===== src/rtl/countdown_pkg.sv =====
// ----------------------------------------------------------------------------
// countdown_pkg
// Shared types and constants for the countdown_timer block:
//   - state_e     : timer control states (2-bit encoding)
//   - SEG_TABLE   : 7-segment patterns for hex digits 0..F
//                   (bit7=a .. bit1=g, bit0=dp, active-high)
//   - SEG_BLANK   : all segments off
// ----------------------------------------------------------------------------
package countdown_pkg;

    typedef enum logic [1:0] {
        S_IDLE  = 2'd0,
        S_RUN   = 2'd1,
        S_PAUSE = 2'd2,
        S_DONE  = 2'd3
    } state_e;

    localparam logic [7:0] SEG_BLANK = 8'h00;

    // Index 0 is the least significant entry, i.e. SEG_TABLE[4'h3] = 8'hF2.
    localparam logic [15:0][7:0] SEG_TABLE = {
        8'h8E, 8'h9E, 8'h7A, 8'h9C, 8'h3E, 8'hEE, 8'hF6, 8'hFE,
        8'hE0, 8'hBE, 8'hB6, 8'h66, 8'hF2, 8'hDA, 8'h60, 8'hFC
    };

endpackage


===== src/rtl/seg7_digit.sv =====
// ----------------------------------------------------------------------------
// seg7_digit
// Purely combinational 4-bit digit to 7-segment pattern decoder.
// Ports:
//   digit   in  [3:0]  digit value 0..F
//   pattern out [7:0]  segment pattern, bit7=a .. bit1=g, bit0=dp, active-high
// ----------------------------------------------------------------------------
module seg7_digit
    import countdown_pkg::*;
(
    input  logic [3:0] digit,
    output logic [7:0] pattern
);

    // Blank is the fallback so an undriven digit shows nothing rather than a
    // misleading numeral.
    always_comb begin
        pattern = SEG_BLANK;
        for (int i = 0; i < 16; i++) begin
            if (digit == 4'(i)) begin
                pattern = SEG_TABLE[i];
            end
        end
    end

endmodule


===== src/rtl/countdown_timer.sv =====
// ----------------------------------------------------------------------------
// countdown_timer
// Multi-digit countdown timer with per-digit 7-segment outputs.
// Parameters:
//   DIGITS   number of 4-bit digits (1..8)
//   PRESCALE clk cycles per count step (>= 2)
//   BCD      1 = decimal digits 0..9, 0 = hex digits 0..F
// Ports:
//   clk        in   clock
//   rst        in   synchronous reset, active-low
//   load       in   level; loads preset into the count, returns to IDLE
//   start      in   pulse; IDLE -> RUN when count is non-zero
//   pause      in   pulse; toggles RUN <-> PAUSE
//   preset     in   [4*DIGITS-1:0] load value, digit 0 in [3:0]
//   seg        out  [8*DIGITS-1:0] 7-seg patterns, digit 0 in [7:0]
//   running    out  high in RUN
//   done       out  high in DONE
//   done_pulse out  one-cycle pulse when the count reaches zero
// Build option:
//   COUNTDOWN_AUTO_RELOAD_EN  reaching zero reloads the preset captured at
//                             the last load and keeps running (DONE only if
//                             that preset is zero).
// ----------------------------------------------------------------------------
module countdown_timer
    import countdown_pkg::*;
#(
    parameter int DIGITS   = 2,
    parameter int PRESCALE = 32,
    parameter int BCD      = 1
) (
    input  logic                  clk,
    input  logic                  rst,
    input  logic                  load,
    input  logic                  start,
    input  logic                  pause,
    input  logic [4*DIGITS-1:0]   preset,
    output logic [8*DIGITS-1:0]   seg,
    output logic                  running,
    output logic                  done,
    output logic                  done_pulse
);

    localparam int              CW         = 4 * DIGITS;
    localparam int              PW         = $clog2(PRESCALE);
    localparam logic [3:0]      DIGIT_MAX  = (BCD != 0) ? 4'd9 : 4'hF;
    localparam logic [PW-1:0]   PRESC_LAST = PW'(PRESCALE - 1);

    state_e          state_q, state_d;
    logic [CW-1:0]   count_q, count_d;
    logic [PW-1:0]   presc_q, presc_d;
    logic            done_pulse_q, done_pulse_d;

    logic [CW-1:0]   preset_sat;
    logic [CW-1:0]   count_dec;
    logic            borrow;
    logic [3:0]      nib_ld;
    logic [3:0]      nib_dec;

`ifdef COUNTDOWN_AUTO_RELOAD_EN
    logic [CW-1:0]   reload_q, reload_d;
`endif

    // Decimal digits cannot hold A..F, so out-of-range preset digits clamp to 9.
    always_comb begin
        preset_sat = preset;
        nib_ld     = '0;
        for (int i = 0; i < DIGITS; i++) begin
            nib_ld = preset[4*i +: 4];
            if ((BCD != 0) && (nib_ld > 4'd9)) begin
                nib_ld = 4'd9;
            end
            preset_sat[4*i +: 4] = nib_ld;
        end
    end

    // Ripple-borrow decrement: a zero digit wraps to the radix maximum and
    // passes the borrow upward. Only used while count is non-zero.
    always_comb begin
        count_dec = count_q;
        borrow    = 1'b1;
        nib_dec   = '0;
        for (int i = 0; i < DIGITS; i++) begin
            nib_dec = count_q[4*i +: 4];
            if (borrow) begin
                if (nib_dec == 4'd0) begin
                    nib_dec = DIGIT_MAX;
                end else begin
                    nib_dec = nib_dec - 4'd1;
                    borrow  = 1'b0;
                end
            end
            count_dec[4*i +: 4] = nib_dec;
        end
    end

    always_comb begin
        state_d      = state_q;
        count_d      = count_q;
        presc_d      = presc_q;
        done_pulse_d = 1'b0;
`ifdef COUNTDOWN_AUTO_RELOAD_EN
        reload_d     = reload_q;
`endif
        if (load) begin
            state_d = S_IDLE;
            count_d = preset_sat;
            presc_d = '0;
`ifdef COUNTDOWN_AUTO_RELOAD_EN
            reload_d = preset_sat;
`endif
        end else begin
            unique case (state_q)
                S_IDLE: begin
                    if (start && (count_q != '0)) begin
                        state_d = S_RUN;
                        presc_d = '0;
                    end
                end
                S_RUN: begin
                    // A pause in the tick cycle wins: the prescaler freezes
                    // at its last value and no decrement happens.
                    if (pause) begin
                        state_d = S_PAUSE;
                    end else if (presc_q == PRESC_LAST) begin
                        presc_d = '0;
                        count_d = count_dec;
                        if (count_dec == '0) begin
                            done_pulse_d = 1'b1;
`ifdef COUNTDOWN_AUTO_RELOAD_EN
                            if (reload_q != '0) begin
                                count_d = reload_q;
                            end else begin
                                state_d = S_DONE;
                            end
`else
                            state_d = S_DONE;
`endif
                        end
                    end else begin
                        presc_d = presc_q + 1'b1;
                    end
                end
                S_PAUSE: begin
                    if (pause) begin
                        state_d = S_RUN;
                    end
                end
                S_DONE: begin
                end
                default: begin
                    state_d = S_IDLE;
                end
            endcase
        end
    end

    always_ff @(posedge clk) begin
        if (!rst) begin
            state_q      <= S_IDLE;
            count_q      <= '0;
            presc_q      <= '0;
            done_pulse_q <= 1'b0;
`ifdef COUNTDOWN_AUTO_RELOAD_EN
            reload_q     <= '0;
`endif
        end else begin
            state_q      <= state_d;
            count_q      <= count_d;
            presc_q      <= presc_d;
            done_pulse_q <= done_pulse_d;
`ifdef COUNTDOWN_AUTO_RELOAD_EN
            reload_q     <= reload_d;
`endif
        end
    end

    assign running    = (state_q == S_RUN);
    assign done       = (state_q == S_DONE);
    assign done_pulse = done_pulse_q;

    for (genvar g = 0; g < DIGITS; g++) begin : g_digit
        seg7_digit u_digit (
            .digit   (count_q[4*g +: 4]),
            .pattern (seg[8*g +: 8])
        );
    end

endmodule


===== config.mk =====
export PLATFORM = sky130hd
export DESIGN_NAME = countdown_timer
export DESIGN_NICKNAME = d
export VERILOG_FILES = /design/src/rtl/countdown_pkg.sv /design/src/rtl/seg7_digit.sv /design/src/rtl/countdown_timer.sv
export SDC_FILE = /design/constraint.sdc
export NUM_CORES = 1
export LEC_CHECK = 0
export BUFFER_PORTS_ARGS = -buffer_cell sky130_fd_sc_hd__buf_2
export CAP_MARGIN = 10
export CORE_MARGIN = 3
export CORE_UTILIZATION = 35
export DETAILED_ROUTE_END_ITERATION = 12
export SYNTH_ARGS = -nofsm -noshare
export SYNTH_HDL_FRONTEND = slang
export SYNTH_SLANG_ARGS = --single-unit
export TNS_END_PERCENT = 1

===== constraint.sdc =====
create_clock -name clk -period 3.8 [get_ports clk]
set_input_delay 0.38 -clock clk [delete_from_list [all_inputs] [get_ports clk]]
set_output_delay 0.38 -clock clk [all_outputs]
set_load 0.01 [all_outputs]

==> metrics.md <==
| Metric | Value |
|---|---|
| Critical path fanouts, max | `13` |
| Hold Path Class | `in2reg` |
| Synth area leader | `dfxtp_1` |
| Clock Skews | `0.00301 ns` |
| Slew margin rel. | `0.624` |
| Die H | `67.2 µm` |
| Rows | `21` |
| Setup TNS Final | `0 ns` |
| DIE AREA | `4520 µm²` |
| Reg2reg end | `count_q[7]` |
| Fmax | `483 MHz` |
| Status | `complete, no violations` |
| Setup Buffers After CTS | `0` |
| Total Routing Usage GR | `0.146` |
| RD Place Congestion | `0.732` |
| Post-Synth XOR/XNOR Area | `0.0200` |
| Hold_sp | `preset[6]` |
| Max VDD drop | `98.9 µV` |
| Nets | `217` |
| Post-synth EDFFs | `0` |
| Actual slew at the worst max-slew pin | `0.563 ns` |
| Cells after Synth | `182` |
| Main combinational cell family by area after synthesis | `simple AND/OR/NAND/NOR gates` |
| Met2 GRT Util | `0.232` |
| Post-route ant nets | `0` |
| Hold EP | `count_q[6]` |
| GR peak layer | `met2` |
| Crit-path cells | `nand2b_1 -> nor2_1 -> a21oi_1 -> mux2_2 -> buf_2` |
| Min Tclk post-route | `2.07 ns` |
| Top FF cell, synth | `dfxtp_1` |
| Remaining DRCs | `0` |
| 1st-iter DRT viols | `66` |
| Tcrit/Tclk final | `0.545` |
| Max-cap violations | `0` |
| CTS tree | `yes` |
| Clk buf depth | `2` |
| Slew Viols, Final | `0` |
| Warnings, synthesis | `0` |
| FILL cells | `379` |
| Vias per cell | `5.26` |
| Final setup viols | `0` |
| Post-CTS sizing | `0` |
| Synth top area share | `0.244` |
| Vias post-DR | `1298` |
| Crit path largest cell delay | `0.58 ns` |
| Compound-Gate Fraction of Synth Area | `0.291` |
| Reg clk slew, reported paths | `0.07 ns` |
| RSZ-0062 raised after global routing | `false` |
| P per Cell Area | `298 nW/µm²` |
| Synth Area in Adders | `0.0191` |
| FF-to-FF setup slack | `1.74 ns` |
| Area Growth Syn to Fin | `14.3%` |
| Die width | `67.2 µm` |
| Arrival @ worst endpoint | `1.69 ns` |
| Root Buffer | `clkbuf_8` |
| IO buf count | `29` |
| Final wirelength | `3.01 mm` |
| HPWL after DPL | `2.19 mm` |
| Post-Syn Area | `1310 µm²` |
| Remaining Overflow, GRT | `0` |
| Cts hold-fix bufs | `0` |
| Post-Synth Simple-Gate Area | `0.303` |
| Crit end category | `output pin` |
| Slowest CP cell | `dfxtp_1` |
| GR Layer Usage met3 | `0.0316` |
| Commonest non-fill, non-tap cells in the layout | `29 x buf_2, 16 x dfxtp_1, 14 x nor2_1` |
| Total power | `0.446 mW` |
| Largest net degree at the start of global routing | `20` |
| Sequential area share after synthesis | `0.244` |
| Share of flip-flops with an asynchronous set or reset | `0` |
| Most common cell after layout, fill and taps aside | `buf_2` |
| WL/cell | `12.2 µm` |
| Synth unique cells | `55` |
| Mux contribution to synthesized area | `0.0315` |
| I/O pin count | `32` |
| Initial Util | `0.378` |
| CP required | `3.42 ns` |
| Worst hold path depth | `3` |
| Crit Path Class | `reg2out` |
| Flops & latches, synth | `16` |
| Clock latency at the later pin of the worst-skew pair | `0.25 ns` |
| Lkg Pwr | `0.611 nW` |
| R2R depth | `8` |
| N_diodes | `0` |
| Initial antenna violation count | `0` |
| Grt met1 use | `0.190` |
| Core box area | `3470 µm²` |
| Global-route wire length before repair | `5.16 mm` |
| Layout cells sized above 1 | `0.189` |
| H-tree Lvls | `1` |
| CTS Buf Count | `3` |
| Number of global-route vias before repair | `1155` |
| DR pass1 iterations | `6` |
| Average cell area after synthesis | `7.20 µm²` |
| Hold Violations, Final | `0` |
| Worst Setup Start Kind | `register` |
| Synth top area cells | `dfxtp_1 24%, nand2b_1 5.2%, a21oi_1 5.0%` |
| Sinks on Clock Net | `16` |
| Worst r2r src | `presc_q[0]` |
==> state kept, by name, summed over array words and instances (netlist names) <==
register / flops
count_q: 8
presc_q: 5
done_pulse: 1
state_q: 2
==> critical path: cells and delay by family (launching register included) <==
kind	cells	cell delay, ns
buffers and inverters	1	0.14
AND/OR/NAND/NOR	2	0.39
multiplexers	1	0.28
AO/OA/AOI/OAI	1	0.06
flip-flops	1	0.58
==> cells in the mapped netlist, types with 2 or more instances <==
cell,count
a211oi_1,3
a21o_1,2
a21oi_1,13
a22o_1,3
a31oi_1,6
and2_1,2
and3_1,2
buf_1,3
buf_2,5
buf_4,2
clkbuf_1,5
dfxtp_1,16
ha_1,2
inv_1,9
mux2i_1,3
nand2_1,13
nand2b_1,11
nand3_1,8
nand3b_1,2
nand4_1,2
nor2_1,14
nor2b_1,5
nor3_1,3
o211a_1,2
o21ai_0,11
o21ai_1,4
xnor2_1,3
==> where the power goes <==
part	switching (mW)	total [mW]	internal (mW)
Combinational	0.0546	0.101	0.0469
Clock	0.0595	0.151	0.0919
Sequential	0.0200	0.194	0.174
Total	0.134	0.446	0.312
==> per-stage QoR <==
stage	hold WS [ns]	cells	cell area, µm²	util	setup slack (ns)
2_1_floorplan	0.449	183	1320	-	1.91
3_3_place_gp	0.474	243	1440	0.416	1.79
3_5_place_dp	0.472	243	1440	0.416	1.76
4_1_cts	0.337	247	1500	0.432	1.73
5_1_grt	0.349	247	1500	0.432	1.55
6_report	0.339	247	1500	0.432	1.73
==> logic make-up after synthesis <==
group	after synthesis
fa+ha+maj	2
simple gates	73
compound gates	58
flops	16
xor+xnor	3
buf+inv	25
other cells	1
mux	4
==> area by class of cell <==
class / instances / area [µm²] / share of cell area
clock buffers: 4 / 55.1 / 0.0367
flip-flops and latches: 16 / 320 / 0.214
inverters: 9 / 33.8 / 0.0225
multi-input cells: 142 / 880 / 0.587
well taps: 46 / 57.6 / 0.0384
repair buffers: 30 / 153 / 0.102
==> metal layers <==
layer / routed length [µm] / vias up
li1: - / 689
met1: 1540 / 580
met2: 1310 / 25
met3: 115 / 4
met4: 38 / 0
met5: 0 / -
==> how the worst max path moves through the flow <==
stage                    start    endpoint  slack [ns]  depth (start not counted)
global placement    presc_q[0]  count_q[7]        1.79                          8
finish              count_q[2]      seg[6]        1.73                          5
global route        count_q[2]      seg[6]        1.55                          5
detailed placement  presc_q[0]  count_q[7]        1.76                          8
floorplan           presc_q[0]  count_q[7]        1.91                          8
CTS                 count_q[2]      seg[6]        1.73                          5
No activity file was read; power rests on OpenSTA's default activity.
